==> config.mk <==
export PLATFORM = sky130hd
export DESIGN_NAME = fmap_in_streamer
export DESIGN_NICKNAME = d
export VERILOG_FILES = /design/src/rtl/fmap_pkg.sv /design/src/rtl/fmap_pad_counter.sv /design/src/rtl/fmap_in_streamer.sv
export SDC_FILE = /design/constraint.sdc
export NUM_CORES = 1
export LEC_CHECK = 0
export ABC_AREA = 1
export ABC_CLOCK_PERIOD_IN_PS = 4400
export CELL_PAD_IN_SITES_DETAIL_PLACEMENT = 2
export CELL_PAD_IN_SITES_GLOBAL_PLACEMENT = 2
export CORE_MARGIN = 5
export CORE_UTILIZATION = 33
export CTS_BUF_LIST = sky130_fd_sc_hd__clkbuf_8
export DETAILED_ROUTE_END_ITERATION = 10
export PLACE_DENSITY_LB_ADDON = 0.05
export SLEW_MARGIN = 20
export SYNTH_ARGS = -nofsm -noshare
export SYNTH_HDL_FRONTEND = slang
export SYNTH_SLANG_ARGS = --single-unit
==> constraint.sdc <==
create_clock -name clk -period 4.4 [get_ports clk]
set_input_delay 0.88 -clock clk [delete_from_list [all_inputs] [get_ports clk]]
set_output_delay 0.88 -clock clk [all_outputs]
set_load 0.02 [all_outputs]
==> src/rtl/fmap_pkg.sv <==
// Geometry helpers and FSM state type shared by the feature-map streamer and
// the input shift register, so both ends derive the same FILL threshold.
package fmap_pkg;

    typedef enum logic [1:0] {
        ST_IDLE   = 2'd0,
        ST_STREAM = 2'd1,
        ST_DONE   = 2'd2
    } fmap_state_e;

    function automatic int calc_hp(input int h, input int pad);
        return h + 2 * pad;
    endfunction

    function automatic int calc_wp(input int w, input int pad);
        return w + 2 * pad;
    endfunction

    function automatic int calc_total(input int h, input int w, input int pad);
        return calc_hp(h, pad) * calc_wp(w, pad);
    endfunction

    function automatic int calc_in_window_h(input int pool_h, input int stride_h, input int fh);
        return (pool_h - 1) * stride_h + fh;
    endfunction

    function automatic int calc_in_window_w(input int pool_w, input int stride_w, input int fw);
        return (pool_w - 1) * stride_w + fw;
    endfunction

    // Pixels that must be shifted in before the first full pooling window exists.
    function automatic int calc_fill(input int w, input int pad, input int fh,
                                     input int pool_h, input int stride_h);
        return calc_wp(w, pad) * fh + calc_in_window_h(pool_h, stride_h, fh);
    endfunction

    function automatic int clog2_min1(input int v);
        return (v > 1) ? $clog2(v) : 1;
    endfunction

endpackage

==> src/rtl/fmap_pad_counter.sv <==
// Raster position over the padded frame; flags pad positions and the final
// (HP-1, WP-1) position.
module fmap_pad_counter
    import fmap_pkg::*;
#(
    parameter int H   = 4,
    parameter int W   = 4,
    parameter int PAD = 1
) (
    input  logic clk,
    input  logic rst,
    input  logic clear,
    input  logic advance,
    output logic is_pad,
    output logic last_pos
);

    localparam int HP = calc_hp(H, PAD);
    localparam int WP = calc_wp(W, PAD);
    localparam int RW = clog2_min1(HP);
    localparam int CW = clog2_min1(WP);

    logic [RW-1:0] r_row;
    logic [CW-1:0] r_col;
    logic          w_col_last;
    int            w_row_i;
    int            w_col_i;

    assign w_col_last = (r_col == CW'(WP - 1));

    always_ff @(posedge clk or posedge rst) begin
        if (rst) begin
            r_row <= '0;
            r_col <= '0;
        end else if (clear) begin
            r_row <= '0;
            r_col <= '0;
        end else if (advance) begin
            if (w_col_last) begin
                r_col <= '0;
                r_row <= r_row + RW'(1);
            end else begin
                r_col <= r_col + CW'(1);
            end
        end
    end

    // Signed compares keep PAD=0 legal without constant-comparison hazards.
    assign w_row_i  = int'(r_row);
    assign w_col_i  = int'(r_col);
    assign is_pad   = (w_row_i < PAD) || (w_row_i >= PAD + H) ||
                      (w_col_i < PAD) || (w_col_i >= PAD + W);
    assign last_pos = (r_row == RW'(HP - 1)) && w_col_last;

endmodule

==> src/rtl/fmap_in_streamer.sv <==
// Feeds the input feature-map shift register: inserts zero padding around
// raw raster-order pixels and flags window-valid once the buffer is full.
module fmap_in_streamer
    import fmap_pkg::*;
#(
    parameter int H        = 4,
    parameter int W        = 4,
    parameter int D        = 8,
    parameter int FH       = 3,
    parameter int FW       = 3,
    parameter int POOL_H   = 2,
    parameter int POOL_W   = 2,
    parameter int PAD      = 1,
    parameter int STRIDE_H = 1,
    parameter int STRIDE_W = 1
) (
    input  logic         clk,
    input  logic         rst,
    input  logic         start,
    input  logic         src_valid,
    input  logic [D-1:0] src_data,
    output logic         src_ready,
    output logic [1:0]   in_en,
    output logic [D-1:0] data_in,
    output logic         busy,
    output logic         done
);

    localparam int HP          = calc_hp(H, PAD);
    localparam int WP          = calc_wp(W, PAD);
    localparam int TOTAL       = calc_total(H, W, PAD);
    localparam int IN_WINDOW_H = calc_in_window_h(POOL_H, STRIDE_H, FH);
    localparam int IN_WINDOW_W = calc_in_window_w(POOL_W, STRIDE_W, FW);
    localparam int FILL        = calc_fill(W, PAD, FH, POOL_H, STRIDE_H);
    localparam int EW          = clog2_min1(TOTAL + 1);

    // A pooling window larger than the padded frame can never become valid.
    if (IN_WINDOW_H > HP || IN_WINDOW_W > WP) begin : g_bad_geometry
        $error("fmap_in_streamer: pooling input window exceeds padded frame");
    end

    fmap_state_e    r_state;
    logic [EW-1:0]  r_emit;
    logic [1:0]     r_in_en;
    logic [D-1:0]   r_data;
    logic           r_done;
    logic           w_is_pad;
    logic           w_last;
    logic           w_clear;
    logic           w_emit;
    logic           w_win;

    assign w_clear = (r_state == ST_IDLE) && start;
    assign w_emit  = (r_state == ST_STREAM) && (w_is_pad || src_valid);
    assign w_win   = (int'(r_emit) >= FILL);

    fmap_pad_counter #(
        .H   (H),
        .W   (W),
        .PAD (PAD)
    ) u_pos (
        .clk      (clk),
        .rst      (rst),
        .clear    (w_clear),
        .advance  (w_emit),
        .is_pad   (w_is_pad),
        .last_pos (w_last)
    );

    always_ff @(posedge clk or posedge rst) begin
        if (rst) begin
            r_state <= ST_IDLE;
            r_emit  <= '0;
            r_in_en <= 2'b00;
            r_data  <= '0;
            r_done  <= 1'b0;
        end else begin
            r_in_en <= 2'b00;
            r_done  <= 1'b0;
            case (r_state)
                ST_IDLE: begin
                    if (start) begin
                        r_state <= ST_STREAM;
                        r_emit  <= '0;
                    end
                end
                ST_STREAM: begin
                    // A stall leaves data_in and all counters untouched.
                    if (w_emit) begin
                        r_in_en <= {w_win, 1'b1};
                        r_data  <= w_is_pad ? '0 : src_data;
                        r_emit  <= r_emit + EW'(1);
                        if (w_last) r_state <= ST_DONE;
                    end
                end
                ST_DONE: begin
                    r_done  <= 1'b1;
                    r_state <= ST_IDLE;
                end
                default: r_state <= ST_IDLE;
            endcase
        end
    end

    assign src_ready = (r_state == ST_STREAM) && !w_is_pad;
    assign busy      = (r_state == ST_STREAM);
    assign in_en     = r_in_en;
    assign data_in   = r_data;
    assign done      = r_done;

endmodule

==> summary.md, run 1 <==
| Metric | Value |
|---|---|
| Final setup viols | `0` |
| Worst VDD drop | `0.268 mV` |
| CTS max path bufs | `2` |
| Slew @ Worst Pin | `0.915 ns` |
| Post-Synthesis Cells | `about 160` |
| Most frequent cells in the layout | `48 x nand2_1, 25 x dfrtp_1, 24 x clkdlybuf4s50_1, 20 x nand3_1, 16 x inv_1` |
| First-pass GRT wire length | `5830 um` |
| Clock sink count | `25` |
| Hold Crit Class | `flop to flop` |
| Worst setup SP type | `flop` |
| Die area | `5190 um2` |
| Hold Crit Endpoint | `done$_DFF_PP0_` |
| Slew Limit Fails | `0` |
| Final HPWL DP | `2580 um` |
| DRT Pass-1 Iters | `2` |
| Routed wire length | `3310 um` |
| DR DRC count | `0` |
| Crit path DAT | `2.34 ns` |
| Fin crit period | `3.22 ns` |
| Nets | `slightly below 200` |
| Setup crit end kind | `output port` |
| Die X-Extent | `72.0 um` |
| Syn_nets | `between 150 and 200` |
| Post-CTS Setup Inserts | `0` |
| Rel. slew slack | `0.386` |
| Initial drt markers | `26` |
| RSZ-0062 raised after global routing | `false` |
| Power Density | `704 nW/um2` |
| Synth area leaders | `dfrtp_1 49%, nand2_1 14%, nand3_1 7.9%` |
| Largest net degree at the start of global routing | `27` |
| Port bufs | `24` |
| R2r endpoint | `u_pos.r_col[0]$_DFFE_PP0P_` |
| Starting density of the core | `0.344` |
| Post-synthesis sequential area ratio | `0.493` |
| Commonest non-fill, non-tap cell in the layout | `nand2_1` |
| Clock slew seen by the registers of the worst setup and hold paths | `0.08 ns` |
| Static Leak | `a little under 0.8 nW` |
| Initial antenna violation count | `0` |
| Reg2Reg Depth | `10` |
| Clk_lat worst skew | `0.26 ns` |
| Fmax | `310 MHz` |
| Row cnt | `22` |
| Avg Cell Area, Syn | `roughly 8.2 um2` |
| Vias in the first global route | `roughly 1,200` |
| Worst Path Required | `approximately 3.5 ns` |
| Core area | `3690 um2` |
| CP bufs+invs | `3` |
| Post-CTS Resized | `0` |
| TritonCTS clock tree | `yes` |
| Final GP Congestion | `0.801` |
| Max_cap viols | `0` |
| CP delay by family, top | `buffers and inverters` |
| # IOs | `25` |
| R2R Setup Slk | `2.68 ns` |
| GRT Util Overall | `0.143` |
| Post-synth top area share | `0.493` |
| Vias | `1,104` |
| Chip Height | `72.0 um` |
| Hold path start | `r_state[0]$_DFFE_PP0P_` |
| Crit Path Max Fanout | `9` |
| CP max stage cell | `clkdlybuf4s50_1` |
| DR WL/cell | `14.6 um` |
| Period utilization | `0.732` |
| TritonCTS Buffers | `3` |
| Diode count | `0` |
| CP cell instances | `inv_1 -> ha_1 -> nand2_1 -> nand2_1 -> nor2_2 -> and2_1 -> inv_1 -> nor2_1 -> clkdlybuf4s50_1` |
| Final hold violations | `0` |
| Clk_skew | `0.00388 ns` |
| CTS Hold Buffers Added | `0` |
| Post-route setup TNS | `0 ns` |
| Dpl ws | `roughly 1.4 ns` |
| Synth area leader | `dfrtp_1` |
| Netlist cell types | `20` |
| Post-DR vias/cell | `4.86` |
| Worst r2r src | `u_pos.r_row[1]$_DFFE_PP0P_` |
| Outcome | `finished, final reports clean` |
| Yosys reg bits | `25` |
| Path type of the worst setup path | `flop to output port` |
| DRT antenna net count | `0` |
| Grt total ovfl | `0` |
| Hold path depth | `1` |
| Hold Slack | `0.461 ns` |
| Root Buffer | `clkbuf_8` |
| Synth warn | `0` |
| Ratio of cells with drive above 1 in the final layout | `0.0391` |
| Setup ws final | `roughly 1.2 ns` |
| Max H-tree Level | `1` |
| Crit-path max cell delay | `0.61 ns` |
| Post-layout power | `about 1.1 mW` |
| Syn Std Cell Area | `1270 um2` |
| Layout area overhead | `24.4%` |
-- where the power goes --
group | internal (mW) | switching [mW]
registers | 0.311 | 0.0710
logic | 0.216 | 0.383
clock network | 0.0623 | 0.0679
total | 0.590 | 0.522
-- cells in the mapped netlist, drive strengths merged --
master and n:
nand2 50, dfrtp 25, nand3 21, inv 16, nor2 13, o21ai 12, xor2 5, buf 4
ha 4, a21oi 1, and2 1, nor3 1, nor3b 1, o21bai 1
-- worst max-delay path by stage --
stage | from | to | cells past startpoint
2_1_floorplan | u_pos.r_row[0]$_DFFE_PP0P_ | src_ready | 8
3_3_place_gp | u_pos.r_row[0]$_DFFE_PP0P_ | src_ready | 8
3_5_place_dp | u_pos.r_row[1]$_DFFE_PP0P_ | src_ready | 9
4_1_cts | u_pos.r_row[1]$_DFFE_PP0P_ | src_ready | 9
5_1_grt | u_pos.r_row[1]$_DFFE_PP0P_ | src_ready | 9
6_report | u_pos.r_row[1]$_DFFE_PP0P_ | src_ready | 9
-- sequential cells by signal (all words and copies together) (netlist names) --
name	flops
done	1
in_en	2
r_emit	6
r_state	2
u_pos.r_col	3
data_in	8
u_pos.r_row	3
-- cells by family (layout without fill, tap and decap cells) --
kind of cell    after synthesis  in the layout  synth area share
simple gates                 87             87             0.301
flops                        25             25             0.493
buf+inv                      20             44            0.0749
xor+xnor                      5              5            0.0345
compound gates               14             14            0.0571
fa+ha+maj                     4              4            0.0394
-- stage by stage --
step / std cells / area [um2] / utilization
2_1_floorplan: 155 / 1270 / -
3_3_place_gp: 223 / 1540 / 0.416
3_5_place_dp: 223 / 1540 / 0.416
4_1_cts: 227 / 1580 / 0.428
5_1_grt: 227 / 1580 / 0.428
6_report: 227 / 1580 / 0.428
-- routing by layer --
layer | track usage | vias up | routed length, um
met5 | 0 | - | 0
met4 | 0.0376 | 0 | 17
met3 | 0.0222 | 2 | 106
met2 | 0.269 | 16 | 1780
met1 | 0.167 | 551 | 1410
li1 | - | 535 | -
-- area by class of cell --
type / count / area (um2)
clock buffer: 3 / 41.3
clock inverter: 1 / 3.75
fill: 432 / 2110
inverter: 16 / 60.1
multi-input combinational: 110 / 549
sequential: 25 / 626
tap: 48 / 60.1
timing repair buffer: 24 / 240
Power figures use the tool's default switching activity.
==> run 2: changes to the inputs <==
- ABC_CLOCK_PERIOD_IN_PS: 4400 -> 3300
- CORE_UTILIZATION: 33 -> 31
- clock period: 4.4 -> 3.3 ns (I/O delays scaled with it)
==> run 2 against run 1 <==
  * Global-route usage up 0.23 points
  * Core utilization down 2.9 points
  * Flip-flop and latch count unchanged
  * Critical path type unchanged
  * Largest cell class unchanged
==> summary.md, run 2 (synthesis gave the netlist of run 1 again) <==
| Metric | Value |
|---|---|
| Clock slew seen by the registers of the worst setup and hold paths | `0.08 ns (about the same)` |
| Vias in the first global route | `1,254 (was 1,245)` |
| # IOs | `25 (unchanged)` |
| Post-layout power | `1.52 mW (was 1.11 mW)` |
| Max_cap viols | `0 (unchanged)` |
| Clock sink count | `25 (unchanged)` |
| Post-CTS Setup Inserts | `0 (unchanged)` |
| Grt total ovfl | `0 (unchanged)` |
| Chip Height | `74.0 um (was 72.0 um)` |
| Worst VDD drop | `0.365 mV (was 0.268 mV)` |
| Nets | `198 (was 196)` |
| FF/Latch Area | `626 um2 (unchanged)` |
| Diode count | `0 (unchanged)` |
| Port bufs | `24 (unchanged)` |
| CTS max path bufs | `2 (unchanged)` |
| DRT antenna net count | `0 (unchanged)` |
| Final GP Congestion | `0.777 (was 0.801)` |
| Power Density | `951 nW/um2 (was 704 nW/um2)` |
| Post-DR vias/cell | `4.75 (was 4.86)` |
| TritonCTS clock tree | `yes (unchanged)` |
| Largest net degree at the start of global routing | `27 (unchanged)` |
| FILL cells | `465 (was 432)` |
| Worst setup SP type | `flop (unchanged)` |
| CTS Hold Buffers Added | `0 (unchanged)` |
| Post-CTS Resized | `0 (unchanged)` |
| Die area | `5480 um2 (was 5190 um2)` |
| Final hold violations | `0 (unchanged)` |
| Worst Path Required | `2.64 ns (was 3.52 ns)` |
| Final setup viols | `0 (unchanged)` |
| Slew @ Worst Pin | `0.634 ns (was 0.915 ns)` |
| Routed wire length | `3410 um (was 3310 um)` |
| Die X-Extent | `74.0 um (was 72.0 um)` |
| Clk_lat worst skew | `0.27 ns (was 0.26 ns)` |
| Path type of the worst setup path | `flop to output port (unchanged)` |
| Most frequent cells in the layout | `48 x nand2_1, 25 x dfrtp_1, 24 x clkdlybuf4s50_1, 20 x nand3_1, 16 x inv_1 (unchanged)` |
| Row cnt | `23 (was 22)` |
| Crit path DAT | `2.11 ns (was 2.34 ns)` |
| Initial antenna violation count | `0 (unchanged)` |
| Commonest non-fill, non-tap cell in the layout | `nand2_1 (unchanged)` |
| DR WL/cell | `14.8 um (was 14.6 um)` |
| Outcome | `finished, final reports clean (unchanged)` |
| Static Leak | `0.801 nW (was 0.789 nW)` |
| DRT Pass-1 Iters | `2 (unchanged)` |
| Root Buffer | `clkbuf_8 (unchanged)` |
| First-pass GRT wire length | `6110 um (was 5830 um)` |
| Vias | `1,097 (was 1,104)` |
| TritonCTS Buffers | `3 (unchanged)` |
| Setup crit end kind | `output port (unchanged)` |
| Period utilization | `0.840` |
| Starting density of the core | `0.317 (was 0.344)` |
| Max H-tree Level | `1 (unchanged)` |
| Initial drt markers | `50 (was 26)` |
| Core area | `4000 um2 (was 3690 um2)` |
| Fin crit period | `between 2 and 3 ns` |
| Met2 wire length | `1800 um (was 1780 um)` |
| Highest Signal Layer | `met4 (unchanged)` |
| Ratio of cells with drive above 1 in the final layout | `0.0552 (was 0.0391)` |
| DR DRC count | `0 (unchanged)` |
| GRT Util Overall | `0.145 (was 0.143)` |
| Rel. slew slack | `0.576 (was 0.386)` |
| Metal3 WL | `89 um (was 106 um)` |
| Post-route setup TNS | `0 ns (unchanged)` |
| Hold Crit Class | `flop to flop (unchanged)` |
| Slew Limit Fails | `0 (unchanged)` |
| Fmax | `~360 MHz` |
| Layout area overhead | `25.9% (was 24.4%)` |
| RSZ-0062 raised after global routing | `false (unchanged)` |
| Final HPWL DP | `2620 um (was 2580 um)` |
| Crit Path Max Fanout | `4 (was 9)` |
| Multi-input gate area | `549 um2 (unchanged)` |
| Met1 wire length | `1510 um (was 1410 um)` |
| Largest register FFs | `8 (unchanged)` |
| Clk_skew | `0.00347 ns (was 0.00388 ns)` |
run 2: changes by cell type in the layout (fill, tap and decap cells not counted), sizes merged:
cell	change
buf	+2
run 2: power by group:
| part | switching [mW] | leakage, nW | internal [mW] |
|---|---|---|---|
| Sequential | 0.0956 | 0.321 | 0.415 |
| Clock | 0.0959 | 0.0255 | 0.0844 |
| Combinational | 0.528 | 0.455 | 0.302 |
run 2: layer usage:
metal,up-vias,global-route usage
met3,2,0.0230
li1,540,-
met4,0,0.0423
met1,543,0.180
met5,-,0
met2,12,0.260
run 2: cell type report:
type                            instances  share of cell area
Clock buffer                            3              0.0258
Clock inverter                          1             0.00313
Inverter                               16              0.0376
Multi-Input combinational cell        110               0.344
Sequential cell                        25               0.391
Tap cell                               50              0.0391
Timing Repair Buffer                   26               0.160
run 2: path summary, 6_finish.rpt:
kind | from | slack, ns | end | depth (start not counted)
setup reg to reg | u_pos.r_row[1]$_DFFE_PP0P_ | 1.52 | u_pos.r_col[1]$_DFFE_PP0P_ | 10
setup / recovery | u_pos.r_row[1]$_DFFE_PP0P_ | 0.53 | src_ready | 9
hold / removal | r_state[0]$_DFFE_PP0P_ | 0.47 | done$_DFF_PP0_ | 1
max in group asynchronous | rst | 2.30 | r_state[1]$_DFFE_PP0P_ | 3
min in group asynchronous | rst | 0.75 | in_en[1]$_DFF_PP0_ | 3
hold reg to reg | r_state[0]$_DFFE_PP0P_ | 0.47 | done$_DFF_PP0_ | 1
run 2: through the flow:
step            util  std cells  worst slack [ns]  area, um2  hold WS [ns]
6_report       0.400        231             0.529       1600         0.466
5_1_grt        0.400        231             0.374       1600         0.502
4_1_cts        0.400        231             0.487       1600         0.474
3_5_place_dp   0.388        227             0.818       1550         0.461
3_3_place_gp   0.388        227             0.879       1550         0.434
2_1_floorplan      -        155              1.25       1270         0.423
run 2: worst max-delay path: stages (launching register included):
cell,delay [ns]
dfrtp_1,0.40
inv_1,0.07
ha_1,0.20
nand2_1,0.07
nand2_1,0.06
nor2_2,0.12
and2_1,0.17
inv_1,0.05
nor2_1,0.08
clkdlybuf4s50_1,0.62
